**config.mk**
```make
export PLATFORM = sky130hd
export DESIGN_NAME = id_operand_issue
export DESIGN_NICKNAME = d
export VERILOG_FILES = /design/src/rtl/id_operand_issue_pkg.sv /design/src/rtl/id_operand_sel.sv /design/src/rtl/id_operand_issue.sv
export SDC_FILE = /design/constraint.sdc
export NUM_CORES = 1
export LEC_CHECK = 0
export BUFFER_PORTS_ARGS = -buffer_cell sky130_fd_sc_hd__buf_4
export CORE_AREA = 4 4 156 158
export DETAILED_ROUTE_END_ITERATION = 10
export DIE_AREA = 0 0 160 162
export GPL_ROUTABILITY_DRIVEN = 0
export PLACE_DENSITY = 0.66
export SLEW_MARGIN = 5
export SYNTH_ARGS = -nofsm -noshare
export SYNTH_HDL_FRONTEND = slang
export SYNTH_HIERARCHICAL = 1
export SYNTH_SLANG_ARGS = --single-unit
```
**constraint.sdc**
```tcl
create_clock -name clk -period 12.25 [get_ports clk]
set_clock_uncertainty 0.15 [all_clocks]
set_input_delay 0.6125 -clock clk [delete_from_list [all_inputs] [get_ports clk]]
set_output_delay 0.6125 -clock clk [all_outputs]
set_load 0.01 [all_outputs]
```
**src/rtl/id_operand_issue_pkg.sv**
```systemverilog
// Shared widths and payload layout for the ID operand/issue stage.
// Payload field order toward EX is {pc, inst, src1, src2}.
package id_operand_issue_pkg;

  localparam int ID_DATA_W = 32;
  localparam int ID_RA_W   = 5;

  function automatic int payload_len(input int data_w);
    return 4 * data_w;
  endfunction

  localparam int DS_TO_ES_LEN = payload_len(ID_DATA_W);

endpackage

```
**src/rtl/id_operand_sel.sv**
```systemverilog
// Source operand select: a forwarded value from the hazard detector wins over register-file data.
module id_operand_sel #(
  parameter int DATA_W = 32
) (
  input  logic              occur,
  input  logic [DATA_W-1:0] forward,
  input  logic [DATA_W-1:0] rf_rdata,
  output logic [DATA_W-1:0] operand
);

  assign operand = occur ? forward : rf_rdata;

endmodule

```
**src/rtl/id_operand_issue.sv**
```systemverilog
// ID-stage operand/issue register: fetch->ID latch, operand resolution, ID->EX payload handshake.
// Optional stall/back-pressure counters are enabled with the ID_STALL_CNT_EN macro.
module id_operand_issue
  import id_operand_issue_pkg::*;
#(
  parameter int DATA_W = ID_DATA_W,
  parameter int RA_W   = ID_RA_W
) (
  input  logic              clk,
  input  logic              reset,
  input  logic              fs_to_ds_valid,
  input  logic [DATA_W-1:0] fs_pc,
  input  logic [DATA_W-1:0] fs_inst,
  output logic              ds_allowin,
  output logic [DATA_W-1:0] ds_pc,
  output logic [DATA_W-1:0] ds_inst,
  input  logic [RA_W-1:0]   dec_raddr1,
  input  logic [RA_W-1:0]   dec_raddr2,
  input  logic [DATA_W-1:0] rf_rdata1,
  input  logic [DATA_W-1:0] rf_rdata2,
  input  logic              pause,
  input  logic              addr1_occur,
  input  logic              addr2_occur,
  input  logic [DATA_W-1:0] addr1_forward,
  input  logic [DATA_W-1:0] addr2_forward,
  input  logic              flush,
  input  logic              es_allowin,
  output logic              ds_to_es_valid,
  output logic [DATA_W-1:0] es_pc,
  output logic [DATA_W-1:0] es_inst,
  output logic [DATA_W-1:0] es_src1,
  output logic [DATA_W-1:0] es_src2
`ifdef ID_STALL_CNT_EN
  ,
  output logic [31:0]       stall_cnt,
  output logic [31:0]       bp_cnt
`endif
);

  localparam int PAYLOAD_W = payload_len(DATA_W);

  logic                 ds_valid;
  logic                 ds_ready_go;
  logic                 es_slot_free;
  logic                 ds_to_es_go;
  logic [DATA_W-1:0]    src1;
  logic [DATA_W-1:0]    src2;
  logic [PAYLOAD_W-1:0] es_payload;
  logic                 unused_raddr;

  // Source addresses are consumed by the external hazard detector, not by this stage.
  assign unused_raddr = ^{dec_raddr1, dec_raddr2};

  assign ds_ready_go  = ~pause;
  assign es_slot_free = ~ds_to_es_valid | es_allowin;
  assign ds_allowin   = ~ds_valid | (ds_ready_go & es_slot_free);
  assign ds_to_es_go  = ds_valid & ds_ready_go & es_slot_free;

  id_operand_sel #(.DATA_W(DATA_W)) u_sel1 (
    .occur    (addr1_occur),
    .forward  (addr1_forward),
    .rf_rdata (rf_rdata1),
    .operand  (src1)
  );

  id_operand_sel #(.DATA_W(DATA_W)) u_sel2 (
    .occur    (addr2_occur),
    .forward  (addr2_forward),
    .rf_rdata (rf_rdata2),
    .operand  (src2)
  );

  always_ff @(posedge clk or posedge reset) begin
    if (reset) begin
      ds_valid <= 1'b0;
      ds_pc    <= '0;
      ds_inst  <= '0;
    end else begin
      if (flush) begin
        ds_valid <= 1'b0;
      end else if (ds_allowin) begin
        ds_valid <= fs_to_ds_valid;
      end
      if (ds_allowin && fs_to_ds_valid) begin
        ds_pc   <= fs_pc;
        ds_inst <= fs_inst;
      end
    end
  end

  // Operands are captured only on the transfer edge: a stalled forward source may retire meanwhile.
  always_ff @(posedge clk or posedge reset) begin
    if (reset) begin
      ds_to_es_valid <= 1'b0;
      es_payload     <= '0;
    end else begin
      if (flush) begin
        ds_to_es_valid <= 1'b0;
      end else if (es_slot_free) begin
        ds_to_es_valid <= ds_valid & ds_ready_go;
      end
      if (ds_to_es_go && !flush) begin
        es_payload <= {ds_pc, ds_inst, src1, src2};
      end
    end
  end

  assign {es_pc, es_inst, es_src1, es_src2} = es_payload;

`ifdef ID_STALL_CNT_EN
  always_ff @(posedge clk or posedge reset) begin
    if (reset) begin
      stall_cnt <= '0;
      bp_cnt    <= '0;
    end else begin
      if (ds_valid && pause && (stall_cnt != 32'hFFFF_FFFF)) begin
        stall_cnt <= stall_cnt + 32'd1;
      end
      if (ds_to_es_valid && !es_allowin && (bp_cnt != 32'hFFFF_FFFF)) begin
        bp_cnt <= bp_cnt + 32'd1;
      end
    end
  end
`endif

endmodule

```
* Word-level counts from Yosys, hierarchy flattened
Cells that the tools add are included.
** Storage, ports and cells
- Memory bits (writable) :: 0
- Memories kept :: 0
- Bits in read-only memories :: 0
- Logic and storage cells :: 24
- Flip-flop bits (word level) :: 194
- Output and inout bits :: 194
- Bits in latches :: 0
- Input port bits :: 210
** Operators by class
- Shift operators :: 0
- Bitwise logic cells :: 8
- Muxes and demuxes :: 6
- Magnitude comparators :: 0
- Reduce and logical (&&, ||, !) cells :: 5
- $add $sub $neg :: 0
- Divide/modulo/power cells :: 0
- Multipliers :: 0
- Equal/unequal tests :: 0
** Operators by type and width (number)
- two-way mux 32 bit :: 2
- two-way mux 1 bit :: 4
- nonzero test 2 bit :: 2
- AND 1 bit :: 3
- NOT 1 bit :: 3
- logical AND 1 bit :: 2
- bitwise OR 1 bit :: 2
- zero test 1 bit :: 1

* Longest topological paths before layout
Gate-level depths: netlist (run 1).
- Depth after elaboration :: 6
- Depth in mapped cells :: 5
- Mapped depth without buffers :: 3

* By module
Netlist (run 1), hierarchy kept.
** By module, submodules not included
- id_operand_issue :: area each 7324.5 sq um, times used 1, cells each 416, sequential area each 4854.7 sq um
- id_operand_sel :: area each 544.3 sq um, times used 2, cells each 36, sequential area each 0.0 sq um

* Worst setup path after synthesis (run 1)
OpenSTA, ideal clock, no wires.
- Path kind :: input to register
- Start point :: input flush
- End point :: register es_payload[76]
- Path slack :: 10.380 ns
- Buffers on the path :: 2
- Stages on the path :: 4
- Required time :: 11.975 ns
- Library setup time :: 0.125 ns
- Data arrival time :: 1.595 ns
- Cells stage by stage :: nor4b_4 -> buf_4 -> buf_6 -> mux2_2
** Between the ends
- Word-level cells in the longest chain between the ends :: 2
** RTL lines
- from (decl) :: line id_operand_issue.sv:26 : input logic flush,
- zero test 1 bit :: line id_operand_issue.sv:102 : if (ds_to_es_go && !flush) begin
- logical AND 1 bit :: line id_operand_issue.sv:102
- to (signal assigned) :: line id_operand_issue.sv:103 : es_payload <= {ds_pc, ds_inst, src1, src2};
- to (decl) :: line id_operand_issue.sv:48 : logic [PAYLOAD_W-1:0] es_payload;
No other way between the ends.
A chain may end at the register's enable or synchronous reset.

* Worst setup path in the final report (run 1)
- Start point :: register ds_to_es_valid
- End point :: register ds_pc[11]
** Between the ends
- Word-level cells in the longest chain between the ends :: 5
** RTL lines
- from (decl) :: line id_operand_issue.sv:28 : output logic ds_to_es_valid,
- from (signal assigned) :: line id_operand_issue.sv:100 : ds_to_es_valid <= ds_valid & ds_ready_go;
- NOT 1 bit :: line id_operand_issue.sv:55 : assign es_slot_free = ~ds_to_es_valid | es_allowin;
- bitwise OR 1 bit :: line id_operand_issue.sv:55
- AND 1 bit :: line id_operand_issue.sv:56 : assign ds_allowin = ~ds_valid | (ds_ready_go & es_slot_free);
- bitwise OR 1 bit :: line id_operand_issue.sv:56
- logical AND 1 bit :: line id_operand_issue.sv:84 : if (ds_allowin && fs_to_ds_valid) begin
- to (signal assigned) :: line id_operand_issue.sv:85 : ds_pc <= fs_pc;
- to (decl) :: line id_operand_issue.sv:15 : output logic [DATA_W-1:0] ds_pc,
No other way between the ends.

==> run metrics, run 1 <==
status=finished clean; Hold Violations, Final=0; Top Ports=404; top cells by area, synth=dfrtp_1, mux2_2, mux2_4; CP Max Fanout=48; clock transition at the registers of the reported paths=80 ps; leakage power=0.00581 uW; Crit Path Class=flop to flop; syn_area_per_cell=17.2 sq um; DIE WIDTH=160 um; total CTS buffers=17; Via density=4.67; Final Critical Period=2400 ps; Seq/Total Area, Yosys=57.7%; fin nets=1086; Max Slew Vio Count=0; final WL=21300 um; WP data required=12400 ps; Slew Limit Headroom=30.9%; CP Depth=4; measured slew at the worst slew-check pin=1040 ps; reg2reg path depth=4; post-synthesis cell area=8410 sq um; RSZ-0062 raised after global routing=false; Row Count=56; slack of the critical path=9850 ps; dpl ws=9430 ps; largest net degree at the start of global routing=113; Hold Crit Class=primary input to asynchronous set/reset pin; final core occ=52.0%; max cap viols=0; antenna viol nets, final=0; worst path bufs/invs=1; share of cells above drive strength 1=76.8%; starting density of the core=36.4%; Tcrit/Tclk final=19.6%; detailed-route DRC error count=0; diode count=0; Final TNS setup=0 ps; cell with the most instances after synthesis=dfrtp_1; die area=25900 sq um; cell taking the most area after synthesis=dfrtp_1; Core ar.=23100 sq um; Die Y=162 um; Worst Path Arrival=2550 ps; clk sinks=194; worst skew pair latency=420 ps; Largest delay share family, worst path=buffers and inverters; post-CTS setup buffers=0; Gates resized, CTS repair=0; H-tree depth=4; Setup-failing EPs final=0; maximum clock frequency=417 MHz; # hold bufs at CTS=0; IO Port Bufs=393; Iter 0 DRT Violations=165; total grt overflow=0; max incr delay on CP=660 ps; Mapped Cells=488; antenna violations before repair=0; vias=5507; maximum vdd drop=81.3 uV; CP endpoint kind=flop; clock root buffer=clkbuf_16; Yosys top cell area share=57.7%; vias in the first global route=5919; synth warn=6; Synth Register Bits=194; asr flop ratio synth=100%; first-pass GRT wire length=32800 um; Critical-path top delay cell=buf_4; Max Buffers Root-to-Sink=2; post-detail-place hpwl=15900 um; Final Cell Area=12000 sq um; Main synth FF type=dfrtp_1; WL/cell=18.1 um; fillers=2097; pwr dens=170 nW/um^2; CTS tree=built; Post-synth EDFFs=0; CP startpoint kind=flop; Area after DPL=11400 sq um; most frequent cells after synthesis=dfrtp_1, mux2_2, mux2_4, buf_6, buf_12; Synth Net Count=698; layout overhead on the synthesized area=42.9%; Netlist cell types=16; Total GRT Usage=16.1%; cell chain of the critical path=nor2b_4, o22ai_4, buf_4, mux2_2; DR pass1 iterations=4
layer usage:
layer	up-vias	track usage, %	wire length, um
met5	-	0	0
met4	0	5.20	439
met3	29	6.27	1760
met2	227	27.7	10900
met1	2725	18.4	8160
li1	2526	-	-
sequential cells by signal (all words and copies together), names as in the netlist:
name            count
ds_valid            1
es_payload        128
ds_pc              32
ds_to_es_valid      1
ds_inst            32
per-stage QoR:
step | instances | total power, uW | hold slack, ps
finish | 1179 | 2050 | 172
global route | 1179 | 2160 | 186
CTS | 1179 | 2090 | 187
detailed placement | 1147 | 1510 | 346
global placement | 1147 | 1500 | 341
floorplan | 488 | 1150 | 394
kinds of logic (layout without fill, tap and decap cells):
group,after synthesis,in the layout,synth area share [%]
compound gates,4,4,0.446
buf+inv,31,432,4.39
mux,256,256,36.9
flops,194,194,57.7
simple gates,3,3,0.520
layout make-up:
| type | count | area (sq um) | share of cell area (%) |
|---|---|---|---|
| Multi-Input combinational cell | 263 | 3190 | 26.5 |
| Clock inverter | 14 | 188 | 1.56 |
| Clock buffer | 18 | 429 | 3.57 |
| Sequential cell | 194 | 4850 | 40.4 |
| Inverter | 3 | 18.8 | 0.156 |
| Tap cell | 290 | 363 | 3.02 |
| Timing Repair Buffer | 397 | 2980 | 24.8 |
power breakdown:
part	total, uW	switching (uW)	internal, uW
Sequential	874	82.5	792
Clock	568	272	296
Combinational	605	241	365
worst register-to-register path, stage by stage, from the launching register on:
cell and delay [ps]:
dfrtp_1 380, nor2b_4 150, o22ai_4 480, buf_4 660, mux2_2 460
placed cells by master, fill, tap and decap left out, drive strengths merged:
master    count
buf         397
mux2        256
dfrtp       194
clkbuf       18
inv           9
clkinv        6
nor2b         1
nor4b         1
nand2b        1
o22ai         1
o21ai         1
a21o          1
a21oi         1
bufinv        1
clkinvlp      1
path summary, 6_finish.rpt:
path	start	to	slack, ps
max reg2reg	ds_to_es_valid	ds_pc[11]	9850
min in group clk	flush	ds_valid	220
max	ds_to_es_valid	ds_pc[11]	9850
min	reset	es_payload[62]	170
min reg2reg	es_payload[13]	es_payload[13]	360
max in group asynchronous	reset	es_payload[87]	10170
No activity file was read; power rests on OpenSTA's default activity.
==> inputs of run 2 (changes only) <==
--- a/config.mk
+++ b/config.mk
@@ -5,12 +5,13 @@
 export SDC_FILE = /design/constraint.sdc
 export NUM_CORES = 1
 export LEC_CHECK = 0
+export ABC_AREA = 1
 export BUFFER_PORTS_ARGS = -buffer_cell sky130_fd_sc_hd__buf_4
 export CORE_AREA = 4 4 156 158
 export DETAILED_ROUTE_END_ITERATION = 10
 export DIE_AREA = 0 0 160 162
 export GPL_ROUTABILITY_DRIVEN = 0
-export PLACE_DENSITY = 0.66
+export PLACE_DENSITY = 0.69
 export SLEW_MARGIN = 5
 export SYNTH_ARGS = -nofsm -noshare
 export SYNTH_HDL_FRONTEND = slang
==> constraint.sdc (replaced) <==
create_clock -name clk -period 2.5 [get_ports clk]
set_clock_uncertainty 0.15 [all_clocks]
set_input_delay 0.125 -clock clk [delete_from_list [all_inputs] [get_ports clk]]
set_output_delay 0.125 -clock clk [all_outputs]
set_load 0.01 [all_outputs]
==> run 2 against run 1 <==
  * Synthesized cell count is 110% higher
  * Synthesized area is 7.6% higher
  * Register-to-register slack lost 8900 ps
  * Worst hold slack worse by 140 ps
  * Combinational power rose to 4.9 times the previous value
  * Wire length rose by 38%
  * Clock power grew to 4.8 times the previous value
  * Global-route usage increased by 6.2 points
  * Highest routed layer unchanged
==> run metrics, run 2 <==
layout overhead on the synthesized area=61.0%; top cells by area, synth=dfrtp_1, nand2_1, o21ai_2; Post-synth EDFFs=0 (unchanged); cell with the most instances after synthesis=nand2_1; antenna viol nets, final=0 (unchanged); CP Max Fanout=30 (-38%); DIE WIDTH=160 um (unchanged); Netlist cell types=19 (+3); maximum vdd drop=428 uV (+430%); commonest non-fill, non-tap cell in the layout=nand2_1; CTS tree=built; first-pass GRT wire length=46800 um (+43%); Final Critical Period=1910 ps; status=finished clean; leakage power=0.00798 uW (+37%); final core occ=63.1% (+11 points); pwr dens=671 nW/um^2 (+290%); asr flop ratio synth=100% (unchanged); detailed-route DRC error count=0 (unchanged); max cap viols=0 (unchanged); post-detail-place hpwl=18900 um (+19%); Hold Crit Class=primary input to flop; Main synth FF type=dfrtp_1; Top Ports=404 (unchanged); Seq/Total Area, Yosys=53.6% (-4.1 points); dpl ws=917 ps (-8510 ps); Slew Limit Headroom=44.4% (+14 points); cell taking the most area after synthesis=dfrtp_1; total grt overflow=0 (unchanged); clock transition at the registers of the reported paths=70 ps (about the same); synth warn=6 (unchanged); most flop-heavy register=es_payload; starting density of the core=39.2% (+2.8 points); die area=25900 sq um (unchanged); final WL=29300 um (+38%); syn_area_per_cell=8.72 sq um (-49%); Tcrit/Tclk final=76.6%; CP endpoint kind=primary output; fillers=1830 (-13%); WP data required=2230 ps (-10170 ps); vias in the first global route=9000 (+52%); RSZ-0062 raised after global routing=false; Crit Path Class=flop to primary output; fin nets=1811 (+67%); Setup-failing EPs final=0 (unchanged); Gates resized, CTS repair=0 (unchanged); Hold Violations, Final=0 (unchanged); most frequent cells after synthesis=nand2_1, dfrtp_1, inv_1, o21ai_2, nand3_1; post-synthesis cell area=9050 sq um (+7.6%); slack of the critical path=586 ps (-9260 ps); Mapped Cells=1039 (+110%); measured slew at the worst slew-check pin=832 ps (-205 ps); vias=8712 (+58%); Total GRT Usage=22.3% (+6.2 points); total CTS buffers=17 (unchanged); largest net degree at the start of global routing=111 (-1.8%); Row Count=56 (unchanged); Max Buffers Root-to-Sink=2 (unchanged); share of cells above drive strength 1=34.7% (-42 points); clock root buffer=clkbuf_16; clk sinks=194 (unchanged); Synth Net Count=1249 (+79%); Worst Path Arrival=1640 ps (-910 ps); Via density=4.57 (-2.1%); IO Port Bufs=393 (unchanged); Core ar.=23100 sq um (unchanged); max FFs per register=128 (unchanged); Yosys top cell area share=53.6% (-4.1 points); Die Y=162 um (unchanged); most frequent cells in the layout=nand2_1, buf_4, dlygate4sd3_1; CP startpoint kind=flop; worst skew pair latency=420 ps (about the same); H-tree depth=4 (unchanged); DR pass1 iterations=5 (+1); Largest regs=es_payload x128, ds_inst x32, ds_pc x32; antenna violations before repair=1 (+1); Synth Register Bits=194 (unchanged); WL/cell=15.4 um (-15%); Iter 0 DRT Violations=453 (+170%); Max Slew Vio Count=0 (unchanged); maximum clock frequency=522 MHz
-- run 2: worst max-delay path, cell delays in order (launching register included) --
cell,delay [ps]
dfrtp_1,390
nand2_1,150
nand2_1,80
nand2_2,80
buf_4,320
buf_4,190
-- run 2: metal layers --
metal / vias up / part of all wire [%] / track usage, %
met2: 329 / 50 / 38.2
met4: 0 / 4.2 / 10.4
met1: 4024 / 39 / 26.1
met5: - / 0 / 0
li1: 4281 / - / -
met3: 78 / 6.7 / 6.06
-- run 2: final timing paths --
path / slack (ps) / endpoint / cells after the start / from
setup / recovery: 590 / ds_allowin / 5 / ds_to_es_valid
hold / removal: 40 / ds_valid / 3 / fs_to_ds_valid
setup reg to reg: 910 / es_payload[114] / 5 / ds_to_es_valid
hold reg to reg: 330 / es_payload[29] / 2 / es_payload[29]
max in group asynchronous: 1170 / ds_pc[30] / 4 / reset
min in group asynchronous: 270 / es_payload[7] / 3 / reset
-- run 2: what timing repair did --
item                       CTS  global route
hold endpoints to repair   156             0
setup buffers                0             0
setup endpoints to repair    0             0
hold buffers               196             0
-- run 2: final cells by class --
class / count / area, sq um / share of cell area (%)
repair buffers: 605 / 5140 / 35.3
flip-flops and latches: 194 / 4850 / 33.3
multi-input cells: 648 / 3090 / 21.2
inverters: 135 / 526 / 3.60
clock buffers: 18 / 439 / 3.01
well taps: 290 / 363 / 2.49
clock inverters: 14 / 160 / 1.10
diodes: 1 / 2.50 / 0.0172
-- run 2: cells by family after synthesis --
group,count (synthesis),share of synthesized area [%]
buffers and inverters,197,12.3
AO/OA/AOI/OAI,130,11.0
AND/OR/NAND/NOR,518,23.1
flip-flops,194,53.6
-- run 2: report_power, final --
part           internal, uW  leakage [uW]  switching, uW
registers              3710       0.00244            356
clock network          1380      0.000293           1360
logic                  1550       0.00524           1430
total                  6640       0.00798           3150
-- run 2: stage by stage --
stage               std cells  power [uW]  hold WS, ps  TNS (ps)  area (sq um)
floorplan                1039        5340         38.1    -54210          9060
global placement         1676        6760          150         0         12000
detailed placement       1676        6820          158         0         12000
CTS                      1904        9880         9.98         0         14600
global route             1905       10300         54.0         0         14600
finish                   1905        9790         35.3         0         14600
==> inputs of run 3 (changes only) <==
==> constraint.sdc (replaced) <==
create_clock -name clk -period 1.9 [get_ports clk]
set_clock_uncertainty 0.15 [all_clocks]
set_input_delay 0.095 -clock clk [delete_from_list [all_inputs] [get_ports clk]]
set_output_delay 0.095 -clock clk [all_outputs]
set_load 0.01 [all_outputs]
==> run 3 against run 2 <==
  * Via count rose by 1.6%
  * Sequential power rose by 32%
  * Worst setup slack got worse by 470 ps
  * Clock-buffer cell count did not move
  * First-iteration DRC count fell by 1.5%
  * Critical path depth did not move
  * Critical endpoint unchanged
==> run metrics, run 3 (synthesis gave the netlist of run 2 again) <==
maximum clock frequency=559 MHz; H-tree depth=4 (unchanged); clock root buffer=clkbuf_16; Total GRT Usage=22.5% (+0.21 points); total grt overflow=0 (unchanged); reg2reg path depth=6 (+1); max FFs per register=128 (unchanged); Core ar.=23100 sq um (unchanged); worst reg2reg startpoint=ds_to_es_valid; Largest regs=es_payload x128, ds_inst x32, ds_pc x32; Die Y=162 um (unchanged); Final Critical Period=1790 ps; RSZ-0062 raised after global routing=false; Area after DPL=12100 sq um (+1.0%); most flop-heavy register=es_payload; worst hold margin=22.4 ps (-12.9 ps); Setup-failing EPs final=0 (unchanged); vias in the first global route=9167 (+1.9%); clock transition at the registers of the reported paths=80 ps (about the same); pwr dens=885 nW/um^2 (+32%); CP endpoint kind=primary output; post-detail-place hpwl=19500 um (+3.2%); Final Cell Area=14700 sq um (+1.1%); Via density=4.62 (+0.99%); die area=25900 sq um (unchanged); antenna viol nets, final=0 (unchanged); total CTS buffers=17 (unchanged); detailed-route DRC error count=0 (unchanged); max cap viols=0 (unchanged); antenna violations before repair=2 (+1); IO Port Bufs=393 (unchanged); Tcrit/Tclk final=94.1%; DR pass1 iterations=5 (unchanged); worst skew pair latency=420 ps (about the same); CP Max Fanout=32 (+6.7%); share of cells above drive strength 1=35.1% (+0.40 points); first-pass GRT wire length=47400 um (+1.3%); CP startpoint kind=flop; Worst Path Arrival=1540 ps (-100 ps); final WL=29500 um (+0.56%); DIE WIDTH=160 um (unchanged); Row Count=56 (unchanged); Max Slew Vio Count=0 (unchanged); vias=8849 (+1.6%); hold path depth=5 (+2); Crit Path Class=flop to primary output; launch point of the worst path=ds_to_es_valid; Max Buffers Root-to-Sink=2 (unchanged); Critical path destination=ds_allowin; Worst R2R Setup Slack=320 ps (-590 ps); Critical R2R Capture=ds_pc[8]; fin nets=1821 (+0.55%); most frequent cells in the layout=nand2_1, buf_4, dlygate4sd3_1; Slew Limit Headroom=68.1% (+24 points); post-CTS setup buffers=0 (unchanged); Top Ports=404 (unchanged); Hold Violations, Final=0 (unchanged); leakage power=0.00806 uW (+1.0%); status=finished clean; commonest non-fill, non-tap cell in the layout=nand2_1; Iter 0 DRT Violations=446 (-1.5%); Hold Crit Class=primary input to flop; layout overhead on the synthesized area=62.8%; maximum vdd drop=689 uV (+61%); WP data required=1650 ps (-580 ps); min-delay src=pause; measured slew at the worst slew-check pin=477 ps (-355 ps); largest net degree at the start of global routing=65 (-41%); clk sinks=194 (unchanged); CTS tree=built; starting density of the core=39.2% (unchanged); WL/cell=15.4 um (about the same)
==> run 3: cell count changes in the layout (fill, tap and decap cells not counted), sizes merged <==
cell and change:
bufinv +1, buf +10, inv -1, diode +1
==> run 3: layout make-up <==
type | count | area, sq um
antenna | 2 | 5.00
clock buffer | 18 | 439
clock inverter | 14 | 186
fill | 1844 | 8380
inverter | 135 | 526
multi-input combinational | 648 | 3090
sequential | 194 | 4850
tap | 290 | 363
timing repair buffer | 615 | 5280
==> run 3: worst max-delay path, cell delays in order, from the launching register on <==
cell and delay, ps:
dfrtp_1 390, nand2_1 150, nand2_1 80, nand2_2 100, buf_8 220, buf_4 160
==> run 3: routing by layer <==
metal | GRT usage, % | vias up | routed length, um
met5 | 0 | - | 0
met4 | 10.2 | 0 | 1250
met3 | 5.23 | 77 | 1780
met2 | 39.2 | 330 | 14800
met1 | 26.5 | 4139 | 11700
li1 | - | 4303 | -
==> run 3: power by group <==
part	total, uW	switching, uW	internal, uW
logic	3950	1880	2070
registers	5370	482	4890
clock network	3740	1790	1950
==> run 3: worst min path at each step <==
stage | end | slack, ps
2_1_floorplan | ds_valid | 8
3_3_place_gp | es_payload[7] | 6
3_5_place_dp | es_payload[8] | 5
4_1_cts | es_payload[64] | 8
5_1_grt | es_payload[74] | 40
6_report | es_payload[64] | 20
==> run 3: timing repair <==
action	4_1_cts	5_1_grt
endpoints found under the hold margin	273	0
endpoints found under the setup margin	1	1
hold buffers	196	0
resized for setup	1	1
==> run 3: per-stage QoR <==
stage	setup TNS [ps]	cells	utilization [%]	power [uW]	setup WS, ps
2_1_floorplan	-164790	1039	-	7030	-849
3_3_place_gp	0	1686	52.5	8920	453
3_5_place_dp	0	1686	52.5	9010	363
4_1_cts	0	1914	63.7	13100	59.6
5_1_grt	0	1916	63.8	13800	21.9
6_report	0	1916	63.8	13100	112
